$ cat src/rtl/spi_pkg.sv
// Shared types for the SPI master: FSM state encoding and slave-select width helper.
package spi_pkg;

  typedef enum logic [2:0] {
    ST_IDLE,
    ST_ASSERT,
    ST_SHIFT,
    ST_HOLD,
    ST_RELEASE
  } state_t;

  function automatic int unsigned ss_width(input int unsigned n);
    return (n > 1) ? int'($clog2(n)) : 1;
  endfunction

endpackage

$ cat src/rtl/spi_fifo.sv
// Synchronous FIFO with combinational head; a push on a full FIFO is accepted
// only when a pop happens in the same cycle (count unchanged).
module spi_fifo #(
  parameter int unsigned WIDTH = 8,
  parameter int unsigned DEPTH = 4
) (
  input  logic             clk,
  input  logic             rst_n,
  input  logic             i_push,
  input  logic [WIDTH-1:0] i_data,
  input  logic             i_pop,
  output logic [WIDTH-1:0] o_data,
  output logic             o_full,
  output logic             o_empty
);
  localparam int unsigned AW = (DEPTH > 1) ? $clog2(DEPTH) : 1;

  logic [WIDTH-1:0] r_mem [DEPTH];
  logic [AW-1:0]    r_wr_ptr, r_rd_ptr;
  logic [AW:0]      r_count;
  logic             w_push, w_pop;

  assign o_full  = (r_count == (AW+1)'(DEPTH));
  assign o_empty = (r_count == '0);
  assign o_data  = r_mem[r_rd_ptr];
  assign w_pop   = i_pop && !o_empty;
  assign w_push  = i_push && (!o_full || w_pop);

  always_ff @(posedge clk or negedge rst_n) begin
    if (!rst_n) begin
      r_wr_ptr <= '0;
      r_rd_ptr <= '0;
      r_count  <= '0;
    end else begin
      if (w_push) r_wr_ptr <= r_wr_ptr + 1'b1;
      if (w_pop)  r_rd_ptr <= r_rd_ptr + 1'b1;
      case ({w_push, w_pop})
        2'b10:   r_count <= r_count + 1'b1;
        2'b01:   r_count <= r_count - 1'b1;
        default: r_count <= r_count;
      endcase
    end
  end

  always_ff @(posedge clk) begin
    if (w_push) r_mem[r_wr_ptr] <= i_data;
  end

endmodule

$ cat src/rtl/spi_master_mcs.sv
// SPI master with TX/RX FIFOs, multiple slave selects and burst transfers.
// Configuration is latched at burst start; SCLK half-period is clk_div+1 cycles.
module spi_master_mcs
  import spi_pkg::*;
#(
  parameter  int unsigned DATA_WIDTH = 8,
  parameter  int unsigned NUM_SS     = 4,
  parameter  int unsigned FIFO_DEPTH = 4,
  localparam int unsigned SS_W       = ss_width(NUM_SS)
) (
  input  logic                  clk,
  input  logic                  rst_n,
  input  logic                  cfg_cpol,
  input  logic                  cfg_cpha,
  input  logic                  cfg_lsb_first,
  input  logic [7:0]            cfg_clk_div,
  input  logic [SS_W-1:0]       cfg_ss_sel,
  input  logic [DATA_WIDTH-1:0] tx_data,
  input  logic                  tx_last,
  input  logic                  tx_valid,
  output logic                  tx_ready,
  output logic [DATA_WIDTH-1:0] rx_data,
  output logic                  rx_valid,
  input  logic                  rx_ready,
  output logic                  sclk,
  output logic                  mosi,
  input  logic                  miso,
  output logic [NUM_SS-1:0]     ss_n,
  output logic                  busy
);
  localparam int unsigned EW = $clog2(2 * DATA_WIDTH);

  state_t                r_state, w_state_next;
  logic                  r_cpol, r_cpha, r_lsb, r_last, r_sclk, r_hold_done;
  logic [7:0]            r_clk_div, r_div_cnt;
  logic [SS_W-1:0]       r_ss_sel;
  logic [DATA_WIDTH-1:0] r_tx_sh, r_rx_sh, w_rx_next;
  logic [EW-1:0]         r_edge_cnt;
  logic [DATA_WIDTH:0]   w_tx_head;
  logic                  w_tick, w_last_edge, w_sample, w_advance;
  logic                  w_tx_pop, w_rx_push, w_tx_full, w_tx_empty, w_rx_full, w_rx_empty;

  spi_fifo #(.WIDTH(DATA_WIDTH + 1), .DEPTH(FIFO_DEPTH)) u_tx_fifo (
    .clk(clk), .rst_n(rst_n),
    .i_push(tx_valid && !w_tx_full), .i_data({tx_last, tx_data}),
    .i_pop(w_tx_pop), .o_data(w_tx_head),
    .o_full(w_tx_full), .o_empty(w_tx_empty)
  );

  spi_fifo #(.WIDTH(DATA_WIDTH), .DEPTH(FIFO_DEPTH)) u_rx_fifo (
    .clk(clk), .rst_n(rst_n),
    .i_push(w_rx_push), .i_data(w_rx_next),
    .i_pop(rx_ready && !w_rx_empty), .o_data(rx_data),
    .o_full(w_rx_full), .o_empty(w_rx_empty)
  );

  assign tx_ready    = !w_tx_full;
  assign rx_valid    = !w_rx_empty;
  assign busy        = (r_state != ST_IDLE);
  assign sclk        = r_sclk;
  assign mosi        = r_lsb ? r_tx_sh[0] : r_tx_sh[DATA_WIDTH-1];
  assign w_tick      = (r_div_cnt == r_clk_div);
  assign w_last_edge = (r_edge_cnt == EW'(2 * DATA_WIDTH - 1));
  // Even edge index = odd-numbered edge; CPHA selects which parity samples.
  // The first bit is already on mosi before edge 1, so CPHA=1 skips that advance
  // and CPHA=0 skips the advance on the final edge to keep mosi stable.
  assign w_sample    = (r_edge_cnt[0] == r_cpha);
  assign w_advance   = !w_sample && !(r_cpha ? (r_edge_cnt == '0) : w_last_edge);

  always_comb begin
    w_rx_next = r_rx_sh;
    if (w_sample)
      w_rx_next = r_lsb ? {miso, r_rx_sh[DATA_WIDTH-1:1]} : {r_rx_sh[DATA_WIDTH-2:0], miso};
  end

  always_comb begin
    ss_n = '1;
    if (r_state == ST_ASSERT || r_state == ST_SHIFT || r_state == ST_HOLD) begin
      for (int unsigned i = 0; i < NUM_SS; i++)
        if (r_ss_sel == SS_W'(i)) ss_n[i] = 1'b0;
    end
  end

  always_comb begin
    w_state_next = r_state;
    w_tx_pop     = 1'b0;
    w_rx_push    = 1'b0;
    case (r_state)
      ST_IDLE: begin
        if (!w_tx_empty && !w_rx_full) begin
          w_tx_pop     = 1'b1;
          w_state_next = ST_ASSERT;
        end
      end
      ST_ASSERT:  if (w_tick) w_state_next = ST_SHIFT;
      ST_SHIFT: begin
        if (w_tick && w_last_edge) begin
          w_rx_push    = 1'b1;
          w_state_next = ST_HOLD;
        end
      end
      ST_HOLD: begin
        if (w_tick || r_hold_done) begin
          if (r_last) begin
            w_state_next = ST_RELEASE;
          end else if (!w_tx_empty && !w_rx_full) begin
            w_tx_pop     = 1'b1;
            w_state_next = ST_SHIFT;
          end
        end
      end
      ST_RELEASE: if (w_tick) w_state_next = ST_IDLE;
      default:    w_state_next = ST_IDLE;
    endcase
  end

  always_ff @(posedge clk or negedge rst_n) begin
    if (!rst_n) r_state <= ST_IDLE;
    else        r_state <= w_state_next;
  end

  always_ff @(posedge clk or negedge rst_n) begin
    if (!rst_n) begin
      r_cpol      <= 1'b0;
      r_cpha      <= 1'b0;
      r_lsb       <= 1'b0;
      r_last      <= 1'b0;
      r_sclk      <= 1'b0;
      r_hold_done <= 1'b0;
      r_clk_div   <= '0;
      r_div_cnt   <= '0;
      r_ss_sel    <= '0;
      r_tx_sh     <= '0;
      r_rx_sh     <= '0;
      r_edge_cnt  <= '0;
    end else begin
      if (r_state == ST_IDLE) begin
        r_sclk <= cfg_cpol;
        if (w_tx_pop) begin
          r_cpol    <= cfg_cpol;
          r_cpha    <= cfg_cpha;
          r_lsb     <= cfg_lsb_first;
          r_clk_div <= cfg_clk_div;
          r_ss_sel  <= cfg_ss_sel;
        end
      end else if (r_state == ST_SHIFT && w_tick) begin
        r_sclk     <= w_last_edge ? r_cpol : !r_sclk;
        r_edge_cnt <= r_edge_cnt + 1'b1;
        r_rx_sh    <= w_rx_next;
        if (w_advance) r_tx_sh <= r_lsb ? (r_tx_sh >> 1) : (r_tx_sh << 1);
      end
      if (w_tx_pop) begin
        r_tx_sh    <= w_tx_head[DATA_WIDTH-1:0];
        r_last     <= w_tx_head[DATA_WIDTH];
        r_rx_sh    <= '0;
        r_edge_cnt <= '0;
      end
      r_hold_done <= (r_state == ST_HOLD) && (w_state_next == ST_HOLD) && (r_hold_done || w_tick);
      if (r_state == ST_IDLE || w_state_next != r_state || w_tick) r_div_cnt <= '0;
      else                                                          r_div_cnt <= r_div_cnt + 1'b1;
    end
  end

endmodule

$ cat config.mk
export PLATFORM = sky130hd
export DESIGN_NAME = spi_master_mcs
export DESIGN_NICKNAME = d
export VERILOG_FILES = /design/src/rtl/spi_pkg.sv /design/src/rtl/spi_fifo.sv /design/src/rtl/spi_master_mcs.sv
export SDC_FILE = /design/constraint.sdc
export NUM_CORES = 1
export LEC_CHECK = 0
export ABC_AREA = 0
export CORE_UTILIZATION = 55
export CTS_CLUSTER_DIAMETER = 40
export DETAILED_ROUTE_END_ITERATION = 7
export GPL_TIMING_DRIVEN = 0
export PLACE_DENSITY = 0.82
export SYNTH_ARGS = -nofsm -noshare
export SYNTH_HDL_FRONTEND = slang
export SYNTH_SLANG_ARGS = --single-unit
$ cat constraint.sdc
create_clock -name clk -period 6 [get_ports clk]
set_input_delay 1.2 -clock clk [delete_from_list [all_inputs] [get_ports clk]]
set_output_delay 1.2 -clock clk [all_outputs]
set_load 0.005 [all_outputs]
Word-level counts from Yosys, hierarchy flattened
Memories as Yosys holds them, arrays and structs flattened.
Cells that the tools add are included.
{"block": "totals", "elab_cells": 134, "memories": 2, "ramBits": 68, "register_bits": 61, "in_bits": 27}
{"block": "classes", "n_reduce_logical": 40, "n_eq_ne": 19, "muxes": 44, "n_addsub": 10}
{"memory": "u_tx_fifo.r_mem", "words": 4, "word_bits": 9, "rd": 1, "rd_ports_with_merged_regs": 0, "write_ports": 1, "line_no": "spi_fifo.sv:18", "rtl": "logic [WIDTH-1:0] r_mem [DEPTH];"}
{"memory": "u_rx_fifo.r_mem", "words": 4, "word_bits": 8, "rd": 1, "rd_ports_with_merged_regs": 0, "write_ports": 1, "line_no": "spi_fifo.sv:18"}
{"op": "8-bit 2-to-1 mux", "count": 11}
{"op": "3-bit 2-to-1 mux", "count": 7}
{"op": "1-bit 2-to-1 mux", "count": 18}
{"op": "4-bit 2-to-1 mux", "count": 4}
{"op": "3-bit case mux with 5 select lines", "count": 1}
{"op": "1-bit logical AND", "count": 12}
{"op": "3-bit case mux with 2 select lines", "count": 2}
{"op": "2-bit nonzero test", "count": 5}
{"op": "3-bit by 2-bit == test with 1-bit output (second input constant)", "count": 3}
{"op": "3-bit == test (second input constant)", "count": 3}
{"op": "3-bit logical NOT", "count": 3}
{"op": "2-bit by 1-bit adder with 2-bit output (second input constant)", "count": 4}
{"op": "8-bit by 1-bit adder with 8-bit output (second input constant)", "count": 1}
{"op": "2-bit == test (second input constant)", "count": 4}
{"op": "8-bit == test", "count": 1}
{"op": "1-bit logical NOT", "count": 7}
{"op": "1-bit logical OR", "count": 7}
{"op": "3-bit by 1-bit adder with 3-bit output (second input constant)", "count": 2}
{"op": "2-bit by 1-bit == test with 1-bit output (second input constant)", "count": 3}
{"op": "3-bit by 1-bit subtractor with 3-bit output (second input constant)", "count": 2}
{"op": "4-bit by 1-bit adder with 4-bit output (second input constant)", "count": 1}
{"op": "4-bit == test (second input constant)", "count": 1}
{"op": "4-bit logical NOT", "count": 1}
{"op": "2-bit AND reduction", "count": 2}
{"op": "8 further kinds", "count": 8}

Logic depth before layout (Yosys ltp)
{"block": "depth", "word_depth": 12, "depth_mapped": 14, "depth_no_buf": 11}

Modules after synthesis
Synthesis repeated with hierarchy kept, for this count alone.
{"block": "unflattened", "hier_cells": 406, "hier_area_um2": 5901.9}
{"mod": "spi_master_mcs", "cells_each": 241, "area_each_um2": 2583.7, "instances": 1}
{"mod": "spi_fifo (u_tx_fifo)", "cells_each": 85, "area_each_um2": 1730.4, "instances": 1}
{"mod": "spi_fifo (u_rx_fifo)", "cells_each": 80, "area_each_um2": 1587.8, "instances": 1}

Worst setup path after synthesis
No wires, ideal clock.
{"block": "synth_timing", "kind": "register to register", "from": "register r_div_cnt[2]", "to": "register u_tx_fifo.r_count[2]", "required_time_ns": 5.921, "path_slack_ns": 3.203, "period_less_slack_ns": 2.797, "n_path_buf": 2, "t_arrival_ns": 2.718, "stages_incl_launch_ff": 13, "path_cell_list": "dfrtp_1 -> xor2_1 -> nor4_4 -> a21oi_1 -> a21boi_4 -> buf_6 -> buf_6 -> ha_1 -> inv_1 -> fa_1 -> xor2_1 -> nor2_1 -> xor2_1"}
{"block": "synth_via", "elab_chain_len": 9, "word_cells_on_any_way": 11, "cone_classes": "eq/ne (3); mux (3); reduce/logical (5)"}
{"item": "start, declared", "line_no": "spi_master_mcs.sv:35", "rtl": "logic [7:0] r_clk_div, r_div_cnt;"}
{"item": "start signal, assigned", "line_no": "spi_master_mcs.sv:160", "rtl": "else r_div_cnt <= r_div_cnt + 1'b1;"}
{"item": "8-bit == test *", "line_no": "spi_master_mcs.sv:62", "rtl": "assign w_tick = (r_div_cnt == r_clk_div);"}
{"item": "1-bit logical OR *", "line_no": "spi_master_mcs.sv:103", "rtl": "if (w_tick || r_hold_done) begin"}
{"item": "1-bit 2-to-1 mux *", "line_no": "spi_master_mcs.sv:103"}
{"item": "1-bit case mux with 2 select lines *", "line_no": "spi_master_mcs.sv:88", "rtl": "case (r_state)"}
{"item": "1-bit logical AND *", "line_no": "spi_fifo.sv:26", "rtl": "assign w_pop = i_pop && !o_empty;"}
{"item": "via u_tx_fifo.w_pop", "line_no": "spi_fifo.sv:21", "rtl": "logic w_push, w_pop;"}
{"item": "1-bit logical OR", "line_no": "spi_fifo.sv:27", "rtl": "assign w_push = i_push && (!o_full || w_pop);"}
{"item": "1-bit logical AND", "line_no": "spi_fifo.sv:27"}
{"item": "2-bit by 1-bit == test with 1-bit output / 2-bit == test (equally long branches)", "line_no": "spi_fifo.sv:37", "rtl": "case ({w_push, w_pop})"}
{"item": "3-bit case mux with 2 select lines / 2-bit nonzero test (equally long branches)"}
{"item": "end signal, assigned", "line_no": "spi_fifo.sv:38", "rtl": "2'b10: r_count <= r_count + 1'b1;"}
{"item": "end signal, assigned", "line_no": "spi_fifo.sv:39", "rtl": "2'b01: r_count <= r_count - 1'b1;"}
{"item": "end signal, assigned", "line_no": "spi_fifo.sv:40", "rtl": "default: r_count <= r_count;"}
{"item": "end, declared", "line_no": "spi_fifo.sv:20", "rtl": "logic [AW:0] r_count;"}
Mark *: on every way through the listed nets, which the timed path passes. The rest lies on a longest branch.
A chain may end at the register's enable or synchronous reset.

Worst setup path after layout
{"block": "layout_timing", "from": "register u_rx_fifo.r_rd_ptr[0]", "to": "output port rx_data[5]"}
{"block": "layout_via", "elab_chain_len": 1}
{"item": "start, declared", "line_no": "spi_fifo.sv:19", "rtl": "logic [AW-1:0] r_wr_ptr, r_rd_ptr;"}
{"item": "start signal, assigned", "line_no": "spi_fifo.sv:36", "rtl": "if (w_pop) r_rd_ptr <= r_rd_ptr + 1'b1;"}
{"item": "memory read 4 x 8 bit"}
{"item": "end, declared", "line_no": "spi_master_mcs.sv:22", "rtl": "output logic [DATA_WIDTH-1:0] rx_data,"}
Every way passes these cells.

==> flow_summary.toml <==
[layout]
area_growth_pct = 20.85
fin_cells = 611
nNetsFinal = 506
final_cell_mix = "edfxtp_1, dfrtp_1, clkdlybuf4s50_1"
final_common_cell = "edfxtp_1"
drive_gt1_share_pct = 19.79
postLayoutCoreUtil_pct = 68.71
insertedDiodeCount = 0
num-fill-cells = 691

[synthesis]
syn_area_per_cell_um2 = 14.64
synth_top_area_share_pct = 34.79
synth_flop_cell = "edfxtp_1"
synth_area_mm2 = 0.005869
ys_seq_area_share_pct = 60.80
synth_area_leaders = "edfxtp_1, dfrtp_1, mux4_2, mux2_2, mux2i_1"
ys.warnings.count = 0
syn-num-nets = 443
synth.distinct_cells = 44
synthArstFlopShare_pct = 47.29
synth_area_leader_cell = "edfxtp_1"
synth_edf_count = 68
ys_ff_latch = 129
netlist_instances = 401

[die]
dieHeight_um = 105.3
dieArea_mm2 = 0.01109
num_rows = 37
core_mm2 = 0.01032
io_pins = 44
start_util_pct = 56.85
die_w_um = 105.3

[timing]
max_freq_mhz = 271.1
setup_tns_ps = 0
hold_violations = 0
maxSlewViolCount = 0
slew_headroom_pct = 48.97
fin_worst_skew_ps = 5.888
fin_crit_sh_pct = 61.48
period_minus_slack_ps = 3689
setup_violations = 0
rsz0062_at_grt = "no"
worstMarginPinSlew_ps = 765.5

[routing]
ant_nets = 0
wl_um = 10620
wl_per_cell_um = 17.39
remaining_drc_errors = 0
vias_per_cell = 5.568
dr.pass1.iters = 4
drtIter0Drc = 166
dr_total_vias = 3402

[cts]
cts_made_buffers = 17
htreeDepth = 4
ctsRootBufferMaster = "clkbuf_8"
clkLatencyLatePin_ps = 520
cts.path.max_buffers = 2
cts_setup_buffers = 0
postCtsHoldBufs = 0
cts.sinks = 129
cts_resized = 0
cts_tree = "done"
clk_pin_slew_ps = 60

[global_route]
grt_max_degree = 33
grt_pass1_wl_um = 17740
antenna_found_initial = 0
gr-total-overflow = 0
grt_usage_pct = 21.45
grt_pass1_vias = 3688

[flow_run]
drv_cap = 0

[min_path]
min_path_type = "flip-flop to flip-flop"
hp-start = "u_rx_fifo.r_count[2]"

[setup_path]
crit_path_max_fanout = 10
worstSetupPathType = "flip-flop to primary output"
rr_startpoint = "r_div_cnt[2]"
required_ps = 4800
cp.arrival_ps = 2490
critPathLaunchType = "flip-flop"
end_kind = "primary output"
cp-startpoint = "u_rx_fifo.r_rd_ptr[0]"

[run_status]
status = "complete, no violations"

[power_and_ir_drop]
irDropWorstVdd_mv = 0.2936
leakagePower_nw = 2.882
p_per_area_mw_per_mm2 = 463.3

[placement]
gp_congestion = 0.7956
dp.cells = 581
hpwl_um = 7101
port_buffers = 43
==> kinds of logic (layout without fill, tap and decap cells) <==
| logic type | count (synthesis) | after routing | share of synthesized area (%) |
|---|---|---|---|
| buffers and inverters | 34 | 108 | 2.494 |
| AOI/OAI and AO/OA | 35 | 35 | 4.115 |
| muxes | 71 | 71 | 16.69 |
| DFF | 129 | 129 | 60.80 |
| adders and majority gates | 15 | 15 | 3.454 |
| and+or+nand+nor | 89 | 89 | 8.271 |
| xor gates and xnor gates | 28 | 28 | 4.178 |
==> through the flow <==
stage	cell area [µm²]	setup slack (ps)	power [mW]	hold WS [ps]
detailed placement	6485	2801	2.231	474.9
global placement	6470	1814	2.179	463.8
floorplan	5869	3203	1.943	447.6
finish	7093	2311	3.286	501.8
global route	7093	2109	3.456	527.8
CTS	7093	2214	3.312	510.0
==> Yosys cell counts (all sizes together) (2+ instances only) <==
| cell type | instances |
|---|---|
| o311a | 2 |
| ha | 13 |
| nand2 | 21 |
| nand3 | 10 |
| xor2 | 18 |
| nor2 | 25 |
| mux2i | 18 |
| xnor2 | 10 |
| mux2 | 36 |
| mux4 | 17 |
| fa | 2 |
| buf | 8 |
| and2 | 7 |
| o21ai | 17 |
| nand2b | 2 |
| clkbuf | 6 |
| dfrtp | 61 |
| o211ai | 2 |
| and3 | 8 |
| edfxtp | 68 |
| a21oi | 6 |
| nand3b | 3 |
| inv | 20 |
| or3 | 4 |
| nor3 | 3 |
| nor4 | 2 |
| nor3b | 2 |
==> routing by layer <==
layer	GRT usage [%]	vias up	wire, µm
li1	-	1590	-
met1	24.33	1724	4354
met2	37.83	74	5741
met3	6.555	14	354
met4	8.350	0	174
met5	0	-	0
==> sequential cells by signal (all words and copies together), names as in the netlist, 3 cells and up <==
register	cells
r_div_cnt	8
r_clk_div	8
r_rx_sh	8
u_rx_fifo.r_mem	32
r_state	3
u_tx_fifo.r_mem	36
u_tx_fifo.r_count	3
r_edge_cnt	4
r_tx_sh	8
u_rx_fifo.r_count	3
==> worst max-delay path, cell delays in order, from the launching register on <==
cell and delay [ps]:
dfrtp_1 320, clkbuf_1 580, mux4_2 610, clkdlybuf4s50_1 460
==> power breakdown <==
group	total, mW	leakage, nW	switching [mW]	internal, mW
clock network	1.07	0.300	0.359	0.708
registers	1.29	1.39	0.139	1.15
logic	0.928	1.19	0.452	0.476
==> layout make-up <==
type,count,area [µm²],area share (%)
Sequential cell,129,3568,50.31
Multi-Input combinational cell,238,2155,30.38
Timing Repair Buffer,44,445.4,6.280
Clock buffer,18,417.9,5.892
Clock inverter,12,190.2,2.681
Tap cell,136,170.2,2.399
Inverter,20,75.07,1.058
Buffer,14,71.32,1.005
==> final timing paths <==
kind                                              end  slack (ps)  cells past startpoint
worst max-delay path                       rx_data[5]        2310                      3
worst min-delay path             u_rx_fifo.r_count[2]         500                      1
worst max register to register   u_tx_fifo.r_count[2]        2790                     12
worst min register to register   u_rx_fifo.r_count[2]         500                      1
max in group asynchronous        u_tx_fifo.r_count[2]        4670                      2
min in group asynchronous       u_rx_fifo.r_rd_ptr[1]         720                      1
Power figures use the tool's default switching activity.
